## config.mk

```make
export PLATFORM = sky130hd
export DESIGN_NAME = cpld_link_sched
export DESIGN_NICKNAME = d
export VERILOG_FILES = /design/src/rtl/cpld_link_pkg.sv /design/src/rtl/cpld_nav_debounce.sv /design/src/rtl/cpld_link_sched.sv
export SDC_FILE = /design/constraint.sdc
export NUM_CORES = 1
export LEC_CHECK = 0
export CAP_MARGIN = 40
export CORE_MARGIN = 4
export CORE_UTILIZATION = 30
export CTS_CLUSTER_DIAMETER = 150
export DETAILED_ROUTE_END_ITERATION = 7
export DONT_BUFFER_PORTS = 1
export PLACE_DENSITY_LB_ADDON = 0.15
export SYNTH_ARGS = -nofsm -noshare
export SYNTH_HDL_FRONTEND = slang
export SYNTH_SLANG_ARGS = --single-unit
```

## constraint.sdc

```tcl
create_clock -name clk -period 2.98 [get_ports clk]
set_clock_uncertainty 0.2 [all_clocks]
set_input_delay 0.894 -clock clk [delete_from_list [all_inputs] [get_ports clk]]
set_output_delay 0.894 -clock clk [all_outputs]
set_load 0.1 [all_outputs]
```

## src/rtl/cpld_link_pkg.sv

```systemverilog
// Shared constants, state encoding and arbitration helper for the CPLD serial link.
package cpld_link_pkg;

    localparam int FRAME_BITS = 16;
    localparam int RX_BITS    = 13;
    localparam int SW_LSB     = 0;
    localparam int NAV_LSB    = 8;
    localparam int NAV_W      = 5;

    typedef enum logic [1:0] {
        LOAD  = 2'd0,
        SHIFT = 2'd1,
        DONE  = 2'd2
    } link_state_t;

    // Round-robin pick: ptr==0 favours requester 0 when both ask.
    function automatic logic [1:0] arb_pick(input logic [1:0] req, input logic ptr);
        if (req[0] && (!req[1] || !ptr)) return 2'b01;
        if (req[1]) return 2'b10;
        return 2'b00;
    endfunction

endpackage

```

## src/rtl/cpld_nav_debounce.sv

```systemverilog
// Per-lane frame-count debouncer for the nav switches; pulses an event on a settled 0->1.
module cpld_nav_debounce
    import cpld_link_pkg::*;
#(
    parameter int DEB_FRAMES = 4
) (
    input  logic             clk,
    input  logic             rst,
    input  logic             rx_valid,
    input  logic [NAV_W-1:0] raw,
    output logic [NAV_W-1:0] level,
    output logic [NAV_W-1:0] nav_event
);

    generate
        for (genvar gi = 0; gi < NAV_W; gi++) begin : g_lane
            logic [3:0] cnt;
            logic       lvl;
            logic       evt;

            always_ff @(posedge clk) begin
                if (!rst) begin
                    cnt <= '0;
                    lvl <= 1'b0;
                    evt <= 1'b0;
                end else begin
                    evt <= 1'b0;
                    if (rx_valid) begin
                        if (raw[gi] == lvl) begin
                            cnt <= '0;
                        end else if (cnt == 4'(DEB_FRAMES - 1)) begin
                            cnt <= '0;
                            lvl <= raw[gi];
                            evt <= raw[gi];
                        end else begin
                            cnt <= cnt + 1'b1;
                        end
                    end
                end
            end

            assign level[gi]     = lvl;
            assign nav_event[gi] = evt;
        end
    endgenerate

endmodule

```

## src/rtl/cpld_link_sched.sv

```systemverilog
// Continuous CPLD serial link: one load period plus 16 bit periods per frame, with the
// outgoing word shared round-robin between the register path and the game engine.
module cpld_link_sched
    import cpld_link_pkg::*;
#(
    parameter int CLK_DIV_LOG2 = 11,
    parameter int DEB_FRAMES   = 4
) (
    input  logic        clk,
    input  logic        rst,
    input  logic [1:0]  req,
    input  logic [15:0] data0,
    input  logic [15:0] data1,
    output logic [1:0]  gnt,
    output logic        frame_done,
    output logic [12:0] rx_data,
    output logic        rx_valid,
    output logic [4:0]  nav_event,
    output logic        cpld_clk,
    output logic        cpld_ld,
    output logic        cpld_mosi,
    input  logic        cpld_miso
);

    link_state_t             state;
    logic [CLK_DIV_LOG2-1:0] div;
    logic                    sclk;
    logic [3:0]              bit_idx;
    logic [FRAME_BITS-1:0]   tx;
    logic [FRAME_BITS-1:0]   hold;
    logic [FRAME_BITS-1:0]   rx_shift;
    logic                    ptr;
    logic                    tick;
    logic                    rise_tick;
    logic                    fall_tick;
    logic [1:0]              pick;
    logic [NAV_W-1:0]        nav_level_unused;

    assign tick      = &div;
    assign rise_tick = tick & ~sclk;
    assign fall_tick = tick & sclk;
    assign pick      = arb_pick(req, ptr);

    // Pins are registered copies of the internal sequencer, so they trail it by one clk;
    // this puts the load strobe first and the DONE pulses in the last cycle of the frame.
    always_ff @(posedge clk) begin
        if (!rst) begin
            state      <= LOAD;
            div        <= '0;
            sclk       <= 1'b0;
            bit_idx    <= '0;
            tx         <= '0;
            hold       <= '0;
            rx_shift   <= '0;
            ptr        <= 1'b0;
            gnt        <= '0;
            frame_done <= 1'b0;
            rx_data    <= '0;
            rx_valid   <= 1'b0;
            cpld_clk   <= 1'b0;
            cpld_ld    <= 1'b0;
            cpld_mosi  <= 1'b0;
        end else begin
            div        <= div + 1'b1;
            gnt        <= '0;
            frame_done <= 1'b0;
            rx_valid   <= 1'b0;
            cpld_clk   <= sclk;
            cpld_ld    <= (state != SHIFT);
            cpld_mosi  <= (state == SHIFT) ? tx[bit_idx] : 1'b0;
            if (tick) sclk <= ~sclk;

            case (state)
                LOAD: begin
                    if (fall_tick) begin
                        state   <= SHIFT;
                        bit_idx <= '0;
                    end
                end
                SHIFT: begin
                    if (rise_tick) rx_shift <= {cpld_miso, rx_shift[FRAME_BITS-1:1]};
                    if (fall_tick) begin
                        if (bit_idx == 4'd15) begin
                            state      <= DONE;
                            rx_data    <= rx_shift[RX_BITS-1:0];
                            rx_valid   <= 1'b1;
                            frame_done <= 1'b1;
                            gnt        <= pick;
                            if (pick[0]) begin
                                tx   <= data0;
                                hold <= data0;
                                ptr  <= 1'b1;
                            end else if (pick[1]) begin
                                tx   <= data1;
                                hold <= data1;
                                ptr  <= 1'b0;
                            end else begin
                                tx <= hold;
                            end
                        end else begin
                            bit_idx <= bit_idx + 1'b1;
                        end
                    end
                end
                DONE:    state <= LOAD;
                default: state <= LOAD;
            endcase
        end
    end

    // The debounced level itself is not published; only its rising events are.
    cpld_nav_debounce #(
        .DEB_FRAMES (DEB_FRAMES)
    ) u_nav_debounce (
        .clk       (clk),
        .rst       (rst),
        .rx_valid  (rx_valid),
        .raw       (rx_data[NAV_LSB +: NAV_W]),
        .level     (nav_level_unused),
        .nav_event (nav_event)
    );

endmodule

```

Yosys cells after proc, flatten, opt, wreduce, memory -nomap -nowiden
Cells that the tools add are included.
{"block": "totals", "output_inout_bits": 25, "reg_bits": 100, "wordCells": 126}
{"block": "op_classes", "n_reduce_logical": 26, "addsub": 7, "bitwise_logic": 15, "eq_ne": 17, "magnitude_cmp": 1, "mux": 32}
{"operator": "4-bit 2-to-1 mux", "count": 13}
{"operator": "16-bit 2-to-1 mux", "count": 2}
{"operator": "4-bit by 1-bit adder with 4-bit output, second input constant", "count": 6}
{"operator": "3-bit AND reduction", "count": 8}
{"operator": "4-bit by 2-bit equality test with 1-bit output, second input constant", "count": 5}
{"operator": "4-bit OR reduction", "count": 5}
{"operator": "2-bit 2-to-1 mux", "count": 7}
{"operator": "1-bit inverter", "count": 13}
{"operator": "4-bit AND reduction", "count": 3}
{"operator": "11-bit by 1-bit adder with 11-bit output, second input constant", "count": 1}
{"operator": "11-bit AND reduction", "count": 1}
{"operator": "4-bit case mux with 2 select lines", "count": 1}
{"operator": "1-bit 2-to-1 mux", "count": 7}
{"operator": "2-bit inequality test, second input constant", "count": 3}
{"operator": "1-bit equality test", "count": 5}
{"operator": "4-bit by 5-bit < comparator with 1-bit output, second input constant", "count": 1}
{"operator": "1-bit binary-select mux with 4-bit select", "count": 1}
{"operator": "4-bit equality test, second input constant", "count": 1}
{"operator": "2-bit by 1-bit inequality test with 1-bit output, second input constant", "count": 2}
{"operator": "2-bit case mux with 2 select lines", "count": 1}
{"operator": "2-bit AND reduction", "count": 2}
{"operator": "2-bit nonzero test", "count": 2}
{"operator": "1-bit AND", "count": 2}
{"operator": "2-bit by 1-bit equality test with 1-bit output, second input constant", "count": 1}
{"operator": "4 further kinds", "count": 5}

Logic depth before layout (Yosys ltp)
{"block": "depth", "depth_word": 9, "depth_mapped": 7}

Cells and area by module
Synthesis repeated with hierarchy kept, for this count alone.
{"block": "hier_totals", "cells_unflattened": 472, "area_unflattened_um2": 4616.9}
{"mod": "cpld_link_sched", "cells_per_inst": 298, "instances": 1, "seq_area_each_um2": 1401.3, "area_each_um2": 2991.6}
{"mod": "cpld_nav_debounce", "cells_per_inst": 174, "instances": 1, "seq_area_each_um2": 600.6, "area_each_um2": 1625.3}

Worst setup path before layout
OpenSTA, ideal clock, no wires.
{"block": "synth_path", "path_kind": "register -> output", "start": "reg rx_valid", "end": "out rx_valid", "t_arrival_ps": 1372, "path_slack_ps": 514, "path_buffers": 1, "path_stages_with_launch": 2, "cell_sequence": "dfxtp_1 buf_4"}
{"element": "from (decl)", "line": "cpld_link_sched.sv:17", "text": "output logic rx_valid,"}
{"element": "from (signal assigned)", "line": "cpld_link_sched.sv:59", "text": "rx_valid <= 1'b0;"}
{"element": "from (signal assigned)", "line": "cpld_link_sched.sv:67", "text": "rx_valid <= 1'b0;"}
{"element": "from (signal assigned)", "line": "cpld_link_sched.sv:86", "text": "rx_valid <= 1'b1;"}
No word-level cell between the ends.

Worst setup path in the final report
{"block": "layout_path", "start": "reg bit_idx[0]", "end": "reg ptr"}
{"block": "layout_via", "elab_chain_len": 2}
{"element": "from (decl)", "line": "cpld_link_sched.sv:28", "text": "logic [3:0] bit_idx;"}
{"element": "from (signal assigned)", "line": "cpld_link_sched.sv:101", "text": "bit_idx <= bit_idx + 1'b1;"}
{"element": "4-bit equality test", "line": "cpld_link_sched.sv:83", "text": "if (bit_idx == 4'd15) begin"}
{"element": "4-bit AND reduction (no line)"}
{"element": "to (signal assigned)", "line": "cpld_link_sched.sv:55", "text": "ptr <= 1'b0;"}
{"element": "to (signal assigned)", "line": "cpld_link_sched.sv:92", "text": "ptr <= 1'b1;"}
{"element": "to (signal assigned)", "line": "cpld_link_sched.sv:96", "text": "ptr <= 1'b0;"}
{"element": "to (decl)", "line": "cpld_link_sched.sv:32", "text": "logic ptr;"}
Every way passes these cells.
A chain may end at the register's enable or synchronous reset.

==> metrics.txt <==
outcome=finished clean; WS Path Type=flip-flop to flip-flop; top cell type's share of synthesized area=0.4322; hold_buf cts=0; clock tree buffer depth=2; Setup crit end=ptr; fin nets=556; CP Launch Point=bit_idx[0]; final setup fails=0; Critical Path Fanout Max=14; vias in the first global route=3,253; Max Slew Vio Count=0; Yosys warning total=0; Pre-antenna DRT Iters=4; Lkg Pwr=~1.7 nW; Rows=45; Min-Delay Path Depth=2; IO Pins=62; Mapped Area=4632 um^2; TNS Setup=0 ns; Die H=~130 um; CTS buffer count=9; EDFF count, synth=0; GR Overflow Total=0; Crit. End Element=flip-flop; Post-Place Cells=a little under 700; Worst-Margin Slew=0.6847 ns; sequential fraction of the synthesis area=0.4322; post-DP HPWL=6.191 mm; ranking of synthesized cells by area=dfxtp_1, nand2_1, o21ai_0, mux2_2, a21boi_0; die width=~130 um; Post-CTS Resized=0; clock sinks=100; DR WL/cell=13.51 um; Via density=4.916; Post-Route WL=9.513 mm; RSZ-0062 raised after global routing=false; # port buffers=0; register-to-register setup slack=0.69 ns; Final Hold Fails=0; clock-pin slew on the worst setup and hold paths=0.07 ns; async set-reset flop share out of synthesis=0; critical path launch point type=flip-flop; largest net degree at the start of global routing=133; Die Area=about 17,000 um^2; Max Cap Violations=0; Post-Syn Instances=512; VDD IR-drop max=0.2743 mV; slew margin rel.=0.5393; unique cell type count in the Yosys netlist=49; Commonest cells post-synth=dfxtp_1, nand2_1, o21ai_0; total core area=15,150 um^2; Final Wtd Congestion=0.7616; worst min path class=flip-flop to flip-flop; Synth area leader=dfxtp_1; Reg2Reg Depth=5; initial antenna violation count=0; Synth Area per Inst=9.047 um^2; Area growth syn-to-layout=10.86%; GRT Util Overall=0.1110; Critical Path RT=3.02 ns; DRC violations left=0; Clk Latency, worst-skew pair=~0.34 ns; routed via count=about 3,500; fillcell total=1,553; Initial DRC Count=240; share of cells above drive strength 1=0.1376; final cycle utilization of the critical path=0.7692; minimum clock period=2.292 ns; count leader, synth=dfxtp_1; CTS tree=built; ys flop type=dfxtp_1; # Post-CTS Setup Buffers=0; post-layout util=0.3390; worst endpoint data arrival time=around 2.3 ns; initial core utilization=0.3058; first-pass GRT wire length=16.17 mm; clk root buf=clkbuf_16; H-tree depth=3; Synthesized Nets=556; Max Freq=0.4362 GHz; worst r2r src=bit_idx[0]; Non-Filler Instances=~700; reg-to-reg endpoint=ptr; number of synthesized register bits=100; pwr/cell area=479.0 nW/um^2; ANT nets after route=0; ant diodes=0
[power breakdown]
part	total (W)	internal, W	leakage, nW	switching, W
sequential	0.00134	0.00134	0.807	0.00000382
clock	0.00107	0.000581	0.132	0.000485
combinational	0.0000507	0.0000287	0.786	0.0000221
total	0.00246	0.00195	1.73	0.000511
[worst min-delay path by stage]
stage / endpoint / startpoint / slack, ns
4_1_cts: rx_shift[14] / rx_shift[15] / 0.26
3_3_place_gp: rx_shift[13] / rx_shift[14] / 0.25
6_report: rx_shift[13] / rx_shift[14] / 0.25
3_5_place_dp: rx_shift[14] / rx_shift[15] / 0.25
2_1_floorplan: hold[12] / hold[12] / 0.23
5_1_grt: hold[11] / hold[11] / 0.27
[sequential cells by signal, summed over array words and instances (netlist names)]
| register | count |
|---|---|
| bit_idx | 4 |
| cpld_clk | 1 |
| cpld_ld | 1 |
| cpld_mosi | 1 |
| div | 11 |
| gnt | 2 |
| hold | 16 |
| ptr | 1 |
| rx_data | 13 |
| rx_shift | 16 |
| rx_valid | 1 |
| sclk | 1 |
| state | 2 |
| u_nav_debounce.g_lane.cnt | 20 |
| u_nav_debounce.g_lane.evt | 5 |
| u_nav_debounce.g_lane.lvl | 5 |
[layout make-up]
class	count	area (um^2)	share of cell area
Multi-Input combinational cell	367	2396	0.4666
Timing Repair Buffer	29	217.7	0.04240
Sequential cell	100	2006	0.3906
Inverter	5	18.77	0.003655
Tap cell	188	235.2	0.04581
Clock buffer	12	246.5	0.04800
Clock inverter	3	15.01	0.002924
[logic make-up after synthesis]
group,synth area share
AOI/OAI and AO/OA,0.1121
xor gates and xnor gates,0.02836
adders and majority gates,0.01891
buffers and inverters,0.05051
DFF,0.4322
muxes,0.07347
and+or+nand+nor,0.2844
[critical path, cell delays in order, from the launching register on]
cell and delay (ns):
dfxtp_1 0.46, ha_1 0.25, nand4_1 0.20, or4_1 0.79
o21ai_2 0.24, nor2_1 0.05
[metrics by stage]
stage / setup slack [ns] / hold WS (ns) / area, um^2 / total power, W
CTS: 0.6757 / 0.2593 / 5135 / 0.002512
global placement: 0.6454 / 0.2456 / 4873 / 0.001423
detailed placement: 0.6188 / 0.2495 / 4873 / 0.001424
finish: 0.6877 / 0.2538 / 5135 / 0.002460
global route: 0.5685 / 0.2716 / 5135 / 0.002575
floorplan: 0.5142 / 0.2328 / 4632 / 0.001438
[layout by cell type (no fill, tap or decap), types with 2 or more instances in the layout]
cell and instances:
dfxtp_1 99, nand2_1 82, o21ai_0 44, nand3_1 29, buf_4 29, nand4_1 22
a21boi_0 22, nor2b_1 19, and2_1 19, mux2_2 16, xnor2_1 11, nor4bb_1 9
a21oi_1 9, nor3b_1 9, clkbuf_16 9, mux2i_1 7, nand3b_1 7, nor3_1 7
ha_1 7, and3_1 6, o22ai_1 5, inv_1 5, mux4_2 4, nand4b_1 4
xor2_1 4, nor2_1 3, clkinv_2 3, and4_1 2, nor4_4 2, o211ai_1 2
nand2b_1 2, clkbuf_1 2
[per-layer routing]
metal,track usage,vias to the layer above,part of all wire
li1,-,1800,-
met1,0.1443,1577,0.49
met2,0.1690,78,0.43
met3,0.04847,6,0.062
met4,0.02945,0,0.0098
met5,0,-,0
No activity file was read; power rests on OpenSTA's default activity.
